## src/rtl/count_ctrl_pkg.sv

```systemverilog
// Shared definitions for the 2..5 up/down counter and its command conditioner.
//   state_e        : conditioner FSM state encoding
//   DIR_UP/DIR_DN  : values carried on the counter's Up line
//   max3()         : helper used to size the saturating counters
package count_ctrl_pkg;

    typedef enum logic [2:0] {
        WAIT_REL = 3'd0,
        IDLE     = 3'd1,
        DEBOUNCE = 3'd2,
        PRESS    = 3'd3,
        HOLD     = 3'd4,
        REPEAT   = 3'd5
    } state_e;

    localparam logic DIR_UP = 1'b1;
    localparam logic DIR_DN = 1'b0;

    function automatic int max3(input int a, input int b, input int c);
        int m;
        m = a;
        if (b > m) m = b;
        if (c > m) m = c;
        return m;
    endfunction

endpackage

```

## src/rtl/count_cmd_conditioner_if.sv

```systemverilog
// Button/command bundle between the push-button front end and the counter.
//   nBtnUp, nBtnDn : raw active-low buttons (driven by master)
//   En, Up, Held   : conditioned command outputs (driven by slave)
// master = button/counter side, slave = the conditioner itself.
interface count_cmd_conditioner_if;
    logic nBtnUp;
    logic nBtnDn;
    logic En;
    logic Up;
    logic Held;

    modport master (output nBtnUp, output nBtnDn, input En, input Up, input Held);
    modport slave  (input nBtnUp, input nBtnDn, output En, output Up, output Held);
endinterface

```

## src/rtl/sync2.sv

```systemverilog
// Two-flop synchroniser for one asynchronous active-low button.
//   Clk    : system clock
//   nReset : asynchronous active-low reset; both flops go to 1 (released)
//   d_i    : raw asynchronous input
//   q_o    : synchronised output
module sync2 (
    input  logic Clk,
    input  logic nReset,
    input  logic d_i,
    output logic q_o
);
    logic meta_q;
    logic sync_q;

    always_ff @(posedge Clk or negedge nReset) begin
        if (!nReset) begin
            meta_q <= 1'b1;
            sync_q <= 1'b1;
        end else begin
            meta_q <= d_i;
            sync_q <= meta_q;
        end
    end

    assign q_o = sync_q;
endmodule

```

## src/rtl/count_cmd_conditioner.sv

```systemverilog
// Turns two raw, bouncy, active-low buttons into the En/Up command pair of the
// 2..5 wrapping counter: synchronise, debounce, edge-detect, optional
// auto-repeat while held. All state advances on posedge Clk.
//   Clk    : system clock
//   nReset : asynchronous active-low reset
//   bus    : slave side of count_cmd_conditioner_if
//            (nBtnUp/nBtnDn in, En/Up/Held out)
module count_cmd_conditioner
    import count_ctrl_pkg::*;
#(
    parameter int DEBOUNCE_CYCLES = 16,
    parameter bit REPEAT_EN       = 1'b1,
    parameter int REPEAT_DELAY    = 64,
    parameter int REPEAT_RATE     = 16
) (
    input  logic                    Clk,
    input  logic                    nReset,
    count_cmd_conditioner_if.slave  bus
);
    localparam int CNT_W = $clog2(max3(DEBOUNCE_CYCLES, REPEAT_DELAY, REPEAT_RATE)) + 1;
    localparam logic [CNT_W-1:0] DEB_LIM  = CNT_W'(DEBOUNCE_CYCLES);
    localparam logic [CNT_W-1:0] DLY_LIM  = CNT_W'(REPEAT_DELAY - 1);
    localparam logic [CNT_W-1:0] RATE_LIM = CNT_W'(REPEAT_RATE - 1);

    // index 1 = up button, index 0 = down button
    logic [1:0] raw_n;
    logic [1:0] sync_n;

    assign raw_n = {bus.nBtnUp, bus.nBtnDn};

    for (genvar gi = 0; gi < 2; gi++) begin : g_sync
        sync2 u_sync (
            .Clk    (Clk),
            .nReset (nReset),
            .d_i    (raw_n[gi]),
            .q_o    (sync_n[gi])
        );
    end

    logic up_p, dn_p, lat_p, other_p;
    assign up_p    = ~sync_n[1];
    assign dn_p    = ~sync_n[0];

    state_e           state_q, state_d;
    logic [CNT_W-1:0] cnt_q, cnt_d, rpt_q, rpt_d;
    logic [CNT_W-1:0] cnt_inc, rpt_inc;
    logic             dir_q, dir_d;
    logic             up_q, up_d;
    logic             en_o, held_o;

    // "latched" = the button that started this press; "other" = its partner
    assign lat_p   = (dir_q == DIR_UP) ? up_p : dn_p;
    assign other_p = (dir_q == DIR_UP) ? dn_p : up_p;

    assign cnt_inc = (cnt_q == '1) ? cnt_q : cnt_q + 1'b1;
    assign rpt_inc = (rpt_q == '1) ? rpt_q : rpt_q + 1'b1;

    // State register
    always_ff @(posedge Clk or negedge nReset) begin
        if (!nReset) begin
            state_q <= WAIT_REL;
            cnt_q   <= '0;
            rpt_q   <= '0;
            dir_q   <= DIR_UP;
            up_q    <= 1'b1;
        end else begin
            state_q <= state_d;
            cnt_q   <= cnt_d;
            rpt_q   <= rpt_d;
            dir_q   <= dir_d;
            up_q    <= up_d;
        end
    end

    // Next-state logic
    always_comb begin
        state_d = state_q;
        cnt_d   = cnt_q;
        rpt_d   = rpt_q;
        dir_d   = dir_q;
        unique case (state_q)
            WAIT_REL: begin
                if (up_p || dn_p) begin
                    cnt_d = '0;
                end else if (cnt_q == DEB_LIM) begin
                    state_d = IDLE;
                    cnt_d   = '0;
                end else begin
                    cnt_d = cnt_inc;
                end
            end
            IDLE: begin
                cnt_d = '0;
                if (up_p && dn_p) begin
                    state_d = WAIT_REL;
                end else if (up_p) begin
                    state_d = DEBOUNCE;
                    dir_d   = DIR_UP;
                end else if (dn_p) begin
                    state_d = DEBOUNCE;
                    dir_d   = DIR_DN;
                end
            end
            DEBOUNCE: begin
                if (!lat_p || other_p) begin
                    state_d = IDLE;
                    cnt_d   = '0;
                end else if (cnt_q == DEB_LIM) begin
                    state_d = PRESS;
                end else begin
                    cnt_d = cnt_inc;
                end
            end
            PRESS: begin
                state_d = HOLD;
                cnt_d   = '0;
                rpt_d   = '0;
            end
            HOLD: begin
                if (!lat_p) begin
                    state_d = WAIT_REL;
                end else if (REPEAT_EN && (rpt_inc == DLY_LIM)) begin
                    // Entering REPEAT with phase 0 emits a pulse right away,
                    // which puts it exactly REPEAT_DELAY cycles after PRESS.
                    state_d = REPEAT;
                    rpt_d   = '0;
                end else begin
                    rpt_d = rpt_inc;
                end
            end
            REPEAT: begin
                if (!lat_p) begin
                    state_d = WAIT_REL;
                end else begin
                    rpt_d = (rpt_q == RATE_LIM) ? '0 : rpt_inc;
                end
            end
            default: state_d = WAIT_REL;
        endcase
        // Up only moves on the edge where En rises for a fresh press.
        up_d = (state_d == PRESS) ? dir_q : up_q;
    end

    // Output logic
    always_comb begin
        en_o   = (state_q == PRESS) || ((state_q == REPEAT) && (rpt_q == '0));
        held_o = (state_q == HOLD) || (state_q == REPEAT);
    end

    assign bus.En   = en_o;
    assign bus.Up   = up_q;
    assign bus.Held = held_o;
endmodule

```

## src/flat_wrapper.sv

```systemverilog
// flat-port wrapper written by rule: the top's interface ports become plain ports
module count_cmd_conditioner_flat import count_ctrl_pkg::*;
#(
    parameter int DEBOUNCE_CYCLES = 16,
    parameter bit REPEAT_EN       = 1'b1,
    parameter int REPEAT_DELAY    = 64,
    parameter int REPEAT_RATE     = 16
)
  (Clk, nReset, bus_nBtnUp, bus_nBtnDn, bus_En, bus_Up, bus_Held);
  count_cmd_conditioner_if bus_i ();
  input  logic Clk;
  input  logic nReset;
  input wire logic [$bits(bus_i.nBtnUp)-1:0] bus_nBtnUp;
  input wire logic [$bits(bus_i.nBtnDn)-1:0] bus_nBtnDn;
  output wire logic [$bits(bus_i.En)-1:0] bus_En;
  output wire logic [$bits(bus_i.Up)-1:0] bus_Up;
  output wire logic [$bits(bus_i.Held)-1:0] bus_Held;
  assign bus_i.nBtnUp = bus_nBtnUp;
  assign bus_i.nBtnDn = bus_nBtnDn;
  assign bus_En = bus_i.En;
  assign bus_Up = bus_i.Up;
  assign bus_Held = bus_i.Held;
  count_cmd_conditioner #(.DEBOUNCE_CYCLES(DEBOUNCE_CYCLES), .REPEAT_EN(REPEAT_EN), .REPEAT_DELAY(REPEAT_DELAY), .REPEAT_RATE(REPEAT_RATE)) u_core (.Clk(Clk), .nReset(nReset), .bus(bus_i));
endmodule
```

## config.mk

```make
export PLATFORM = sky130hd
export DESIGN_NAME = count_cmd_conditioner_flat
export DESIGN_NICKNAME = d
export VERILOG_FILES = /design/src/rtl/count_ctrl_pkg.sv /design/src/rtl/count_cmd_conditioner_if.sv /design/src/rtl/sync2.sv /design/src/rtl/count_cmd_conditioner.sv /design/src/flat_wrapper.sv
export SDC_FILE = /design/constraint.sdc
export NUM_CORES = 1
export LEC_CHECK = 0
export ABC_AREA = 1
export CORE_UTILIZATION = 63
export CTS_CLUSTER_SIZE = 14
export DETAILED_ROUTE_END_ITERATION = 8
export GPL_TIMING_DRIVEN = 0
export HOLD_SLACK_MARGIN = 0.02
export PLACE_DENSITY = 0.9
export SKIP_CTS_REPAIR_TIMING = 1
export SLEW_MARGIN = 20
export SYNTH_ARGS = -nofsm -noshare
export SYNTH_HDL_FRONTEND = slang
export SYNTH_SLANG_ARGS = --single-unit
```

## constraint.sdc

```tcl
create_clock -name Clk -period 4.8 [get_ports Clk]
set_input_delay 0.72 -clock Clk [delete_from_list [all_inputs] [get_ports Clk]]
set_output_delay 0.72 -clock Clk [all_outputs]
set_load 0.02 [all_outputs]
```

## After elaboration in Yosys (flattened, before gate mapping)

Cells that the tools add are included.

- Bitwise logic cells: 3
- Equality and inequality tests: 15
- Mux-type cells: 27
- Add/sub/neg operators: 2
- Reduce and logical (&&, ||, !) cells: 15

Operator list:

| kind | number |
|---|---|
| 2-to-1 mux 7 bit | 10 |
| one-hot mux 7 bit (3 select lines) | 2 |
| 2-to-1 mux 3 bit | 10 |
| one-hot mux 3 bit (6 select lines) | 1 |
| adder 7 x 1 -> 7 bit (second input constant) | 2 |
| equality test 7 bit (second input constant) | 2 |
| equality test 3 x 2 -> 1 bit (second input constant) | 3 |
| equality test 7 x 4 -> 1 bit (second input constant) | 1 |
| equality test 7 x 5 -> 1 bit (second input constant) | 1 |
| equality test 7 x 6 -> 1 bit (second input constant) | 1 |
| zero test 7 bit | 1 |
| equality test 3 bit (second input constant) | 2 |
| AND reduction 3 bit | 2 |
| nonzero test 3 bit | 2 |
| logical OR 1 bit | 4 |
| 2-to-1 mux 1 bit | 4 |
| != test 2 x 1 -> 1 bit (second input constant) | 2 |
| equality test 3 x 1 -> 1 bit (second input constant) | 1 |
| zero test 3 bit | 1 |
| != test 3 bit (second input constant) | 1 |
| inverter 1 bit | 3 |
| logical AND 1 bit | 2 |
| != test 2 bit (second input constant) | 1 |
| AND reduction 2 bit | 1 |
| other kinds (2) | 2 |

- Output and inout port bits: 3
- Logic and storage cells: 71
- Register bits after elaboration: 23

## Longest topological paths before layout

- Depth in word-level cells: 7
- Depth in mapped cells: 13
- Mapped depth without buffers: 13

## Modules after synthesis

Synthesis repeated with hierarchy kept, for this count alone.

- Cell total of the unflattened synthesis: 182
- Area total of the unflattened synthesis: 1,425.1 sq um

Modules (own cells, without submodules):

| module | cells each | sequential area each (sq um) | instances | area an instance (sq um) |
|---|---|---|---|---|
| count_cmd_conditioner | 178 | 478.0 | 1 | 1,320.0 |
| sync2 | 2 | 52.6 | 2 | 52.6 |

## Worst setup path after synthesis

No wires, ideal clock.

- Path type: register to output
- Start: register u_core.state_q[1]
- End: output bus_En
- Path buffers: 0
- Stages on the path, launching flop included: 6
- Arrival: 1.018 ns
- Slack: 3.062 ns
- Required time: 4.080 ns
- Cell sequence: dfrtp_1 > inv_1 > nand3_2 > nor4_1 > nand2_1 > nand2_1

- Longest elaborated chain between the ends: 3
- Elaborated cells between the ends (all ways): 4
- Those cells by class: eq/ne: 2; reduce/logical: 2

Ends and longest elaborated chain:

| item | RTL line | text |
|---|---|---|
| from (decl) | count_cmd_conditioner.sv:44 | `state_e state_q, state_d;` |
| from (signal assigned) | count_cmd_conditioner.sv:67 | `state_q <= state_d;` |
| equality test 3 bit | count_cmd_conditioner.sv:146 | `en_o = (state_q == PRESS) \|\| ((state_q == REPEAT) && (rpt_q == '0));` |
| logical AND 1 bit | count_cmd_conditioner.sv:146 |  |
| logical OR 1 bit (*) | count_cmd_conditioner.sv:146 |  |
| to (decl) | flat_wrapper.sv:15 | `output wire logic [$bits(bus_i.En)-1:0] bus_En;` |

Every way passes the cells marked *; elsewhere a longest branch is shown, timed or not.

## Worst setup path in the final report

Same ends and word-level chain as after synthesis.

==> flow_summary.toml <==
[die]
die_w_um = 49.0
die_h_um = 49.0
start_util = 0.687
core-area_mm2 = 0.00202
ioPinCount = 7
die-area_mm2 = 0.00240
rows = 16

[clock_network]
cts_tree = "yes"
clk_pin_slew_ns = 0.13
insertion_delay_ns = 0.32
cts_sinks = 23
cts_made_buffers = 3
clockRootBuffer = "clkbuf_4"
h-tree-depth = 1
clockBufferDepth = 2

[cells_and_area]
fillerInstances = 163
final_nets = 208
final_layout_size_suffix_gt1_frac = 0.127
instances_no_fill = 224
n_antenna_cell = 0
area.growth.synth_to_final_pct = 8.56
final_area_mm2 = 0.00151

[drt]
drtIter0Drc = 57
vias = 1237
drc_errors = 0
routedWlPerCell_um = 12.4
drtPass1Iterations = 6
antenna_left = 0
vias_per_cell = 5.52
drt_wl_total_mm = 2.78

[global_route]
grt_max_degree = 24
grt_pass1_vias = 1219
grt_pass1_wl_mm = 4.81
grt_antenna_before_repair = 0
grt-ovfl-total = 0
grt_use_total = 0.263

[timing]
grt_setup_unrepaired = "no"
worst_pin_slew_ns = 0.505
hold_slack_ns = 0.339
max_freq_mhz = 363
finalCritPeriodShare = 0.574
fin_crit_ns = 2.75
tns_ns = 0
hold_violations = 0
slew_viol_final = 0
fin_worst_skew_ns = 0.00748
setup_viol = 0
max-slew-margin-rel = 0.663

[critical_path]
r2r_cells = 11
crit_required_ns = 4.08
cp-end-kind = "primary output"
critical_path_class = "flip-flop to primary output"
crit_end = "bus_En"
crit_arrival_ns = 2.03
startpoint = "u_core.state_q[1]$_DFF_PN0_"
reg2reg_slack_ns = 3.01
start_kind = "flip-flop"
cp_max_fo = 4
r2r_start = "u_core.rpt_q[0]$_DFFE_PN0P_"
r2r-end = "u_core.rpt_q[0]$_DFFE_PN0P_"

[power]
vdd_ir_drop_max_uv = 211
pwr_density_cell_mw_per_mm2 = 206
power.leakage_nw = 0.719

[placement]
gp_congestion = 0.888
hpwlAfterDp_mm = 2.16
io_buffers = 6
dp.cells = 220
detailed_place.area_mm2 = 0.00148

[synth]
avgSynthCellArea_um2 = 7.43
ys_types = 25
syn-num-nets = 197
synth.most_common_cell = "nand2_1"
yosysSeqAreaShare = 0.420
synth_edf_count = 0
synth-async-reset-ratio = 1.00
syn_inst = 187
synthTopCellsByArea = "dfrtp_1 31%, nand2_1 12%, dfstp_2 11%"
synth_top_cell_area_share = 0.306
synthTopCellsByCount = "46 x nand2_1, 31 x inv_1, 17 x dfrtp_1, 15 x nand3_1, 14 x nor2_1"
ys_ff_latch = 23
yosysWarnings = 0
netlist_area_mm2 = 0.00139
synth_top_area_cell = "dfrtp_1"
ys.flop_type = "dfrtp_1"

[status]
status = "completed"

[flow_run]
drv_cap = 0

[hold_path]
hp-class = "input pin to asynchronous set/reset pin"
logic make-up after synthesis:
logic type	count (synthesis)	synth area share
AND/OR/NAND/NOR	90	0.287
buffers and inverters	36	0.105
AO/OA/AOI/OAI	30	0.121
flip-flops	23	0.420
adder cells (fa/ha/maj)	6	0.0541
XOR/XNOR	2	0.0126
placed cells by master (no fill, tap or decap), types with 2 or more instances in the layout:
cell	n
xor2_1	2
ha_1	6
nand3_2	3
a31oi_1	2
inv_2	3
nand4_1	2
clkdlybuf4s50_1	5
o21ai_2	2
nand2_1	46
o22ai_1	2
dfrtp_1	17
o21ai_0	12
nand3_1	15
clkbuf_4	3
a21oi_1	9
nor2_1	14
inv_1	31
nor3_1	5
nor2_2	3
dfstp_2	6
metrics by stage:
| step | utilization | total power [mW] | worst slack, ns |
|---|---|---|---|
| floorplan | - | 0.211 | 3.06 |
| global placement | 0.733 | 0.218 | 2.48 |
| detailed placement | 0.733 | 0.220 | 2.44 |
| CTS | 0.748 | 0.312 | 2.06 |
| global route | 0.746 | 0.323 | 1.89 |
| finish | 0.746 | 0.310 | 2.05 |
critical path: stages, from the launching register on:
cell             delay (ns)
dfrtp_1                0.45
inv_1                  0.12
nand3_2                0.12
nor4_1                 0.26
nand2_1                0.09
nand2_1                0.08
clkdlybuf4s50_1        0.60
worst min-delay path by stage:
stage	cells past startpoint	end
after floorplan	0	u_core.g_sync[0].u_sync.q_o$_DFF_PN1_
after global placement	0	u_core.g_sync[0].u_sync.q_o$_DFF_PN1_
after detailed placement	0	u_core.g_sync[0].u_sync.q_o$_DFF_PN1_
after CTS	0	u_core.g_sync[0].u_sync.q_o$_DFF_PN1_
after global routing	1	u_core.state_q[1]$_DFF_PN0_
final	1	u_core.cnt_q[5]$_DFFE_PN0P_
final cells by class:
cell class	count	area (um2)	share of cell area
multi-input cells	128	659	0.437
flip-flops and latches	23	583	0.387
inverters	34	128	0.0846
repair buffers	6	55.1	0.0365
well taps	27	33.8	0.0224
clock buffers	3	22.5	0.0149
plain buffers	2	18.8	0.0124
clock inverters	1	7.51	0.00498
routing by layer:
| metal | up-vias | GRT usage | share of wire |
|---|---|---|---|
| li1 | 616 | - | - |
| met1 | 569 | 0.329 | 0.46 |
| met2 | 48 | 0.454 | 0.47 |
| met3 | 4 | 0.0530 | 0.060 |
| met4 | 0 | 0.0833 | 0.0097 |
| met5 | - | 0 | 0 |
registers in the layout (all words and copies together) (netlist names):
name / flops
u_core.cnt_q: 7
u_core.state_q: 3
u_core.rpt_q: 7
u_core.g_sync.u_sync.q_o: 2
u_core.bus.Up: 1
u_core.dir_q: 1
u_core.g_sync.u_sync.meta_q: 2
where the power goes:
part	switching [mW]	leakage [nW]	internal (mW)
sequential	0.00248	0.299	0.198
clock	0.0623	0.0139	0.0319
combinational	0.0104	0.406	0.00540
total	0.0752	0.719	0.235
Note: power is estimated with default switching activity, not from simulation.
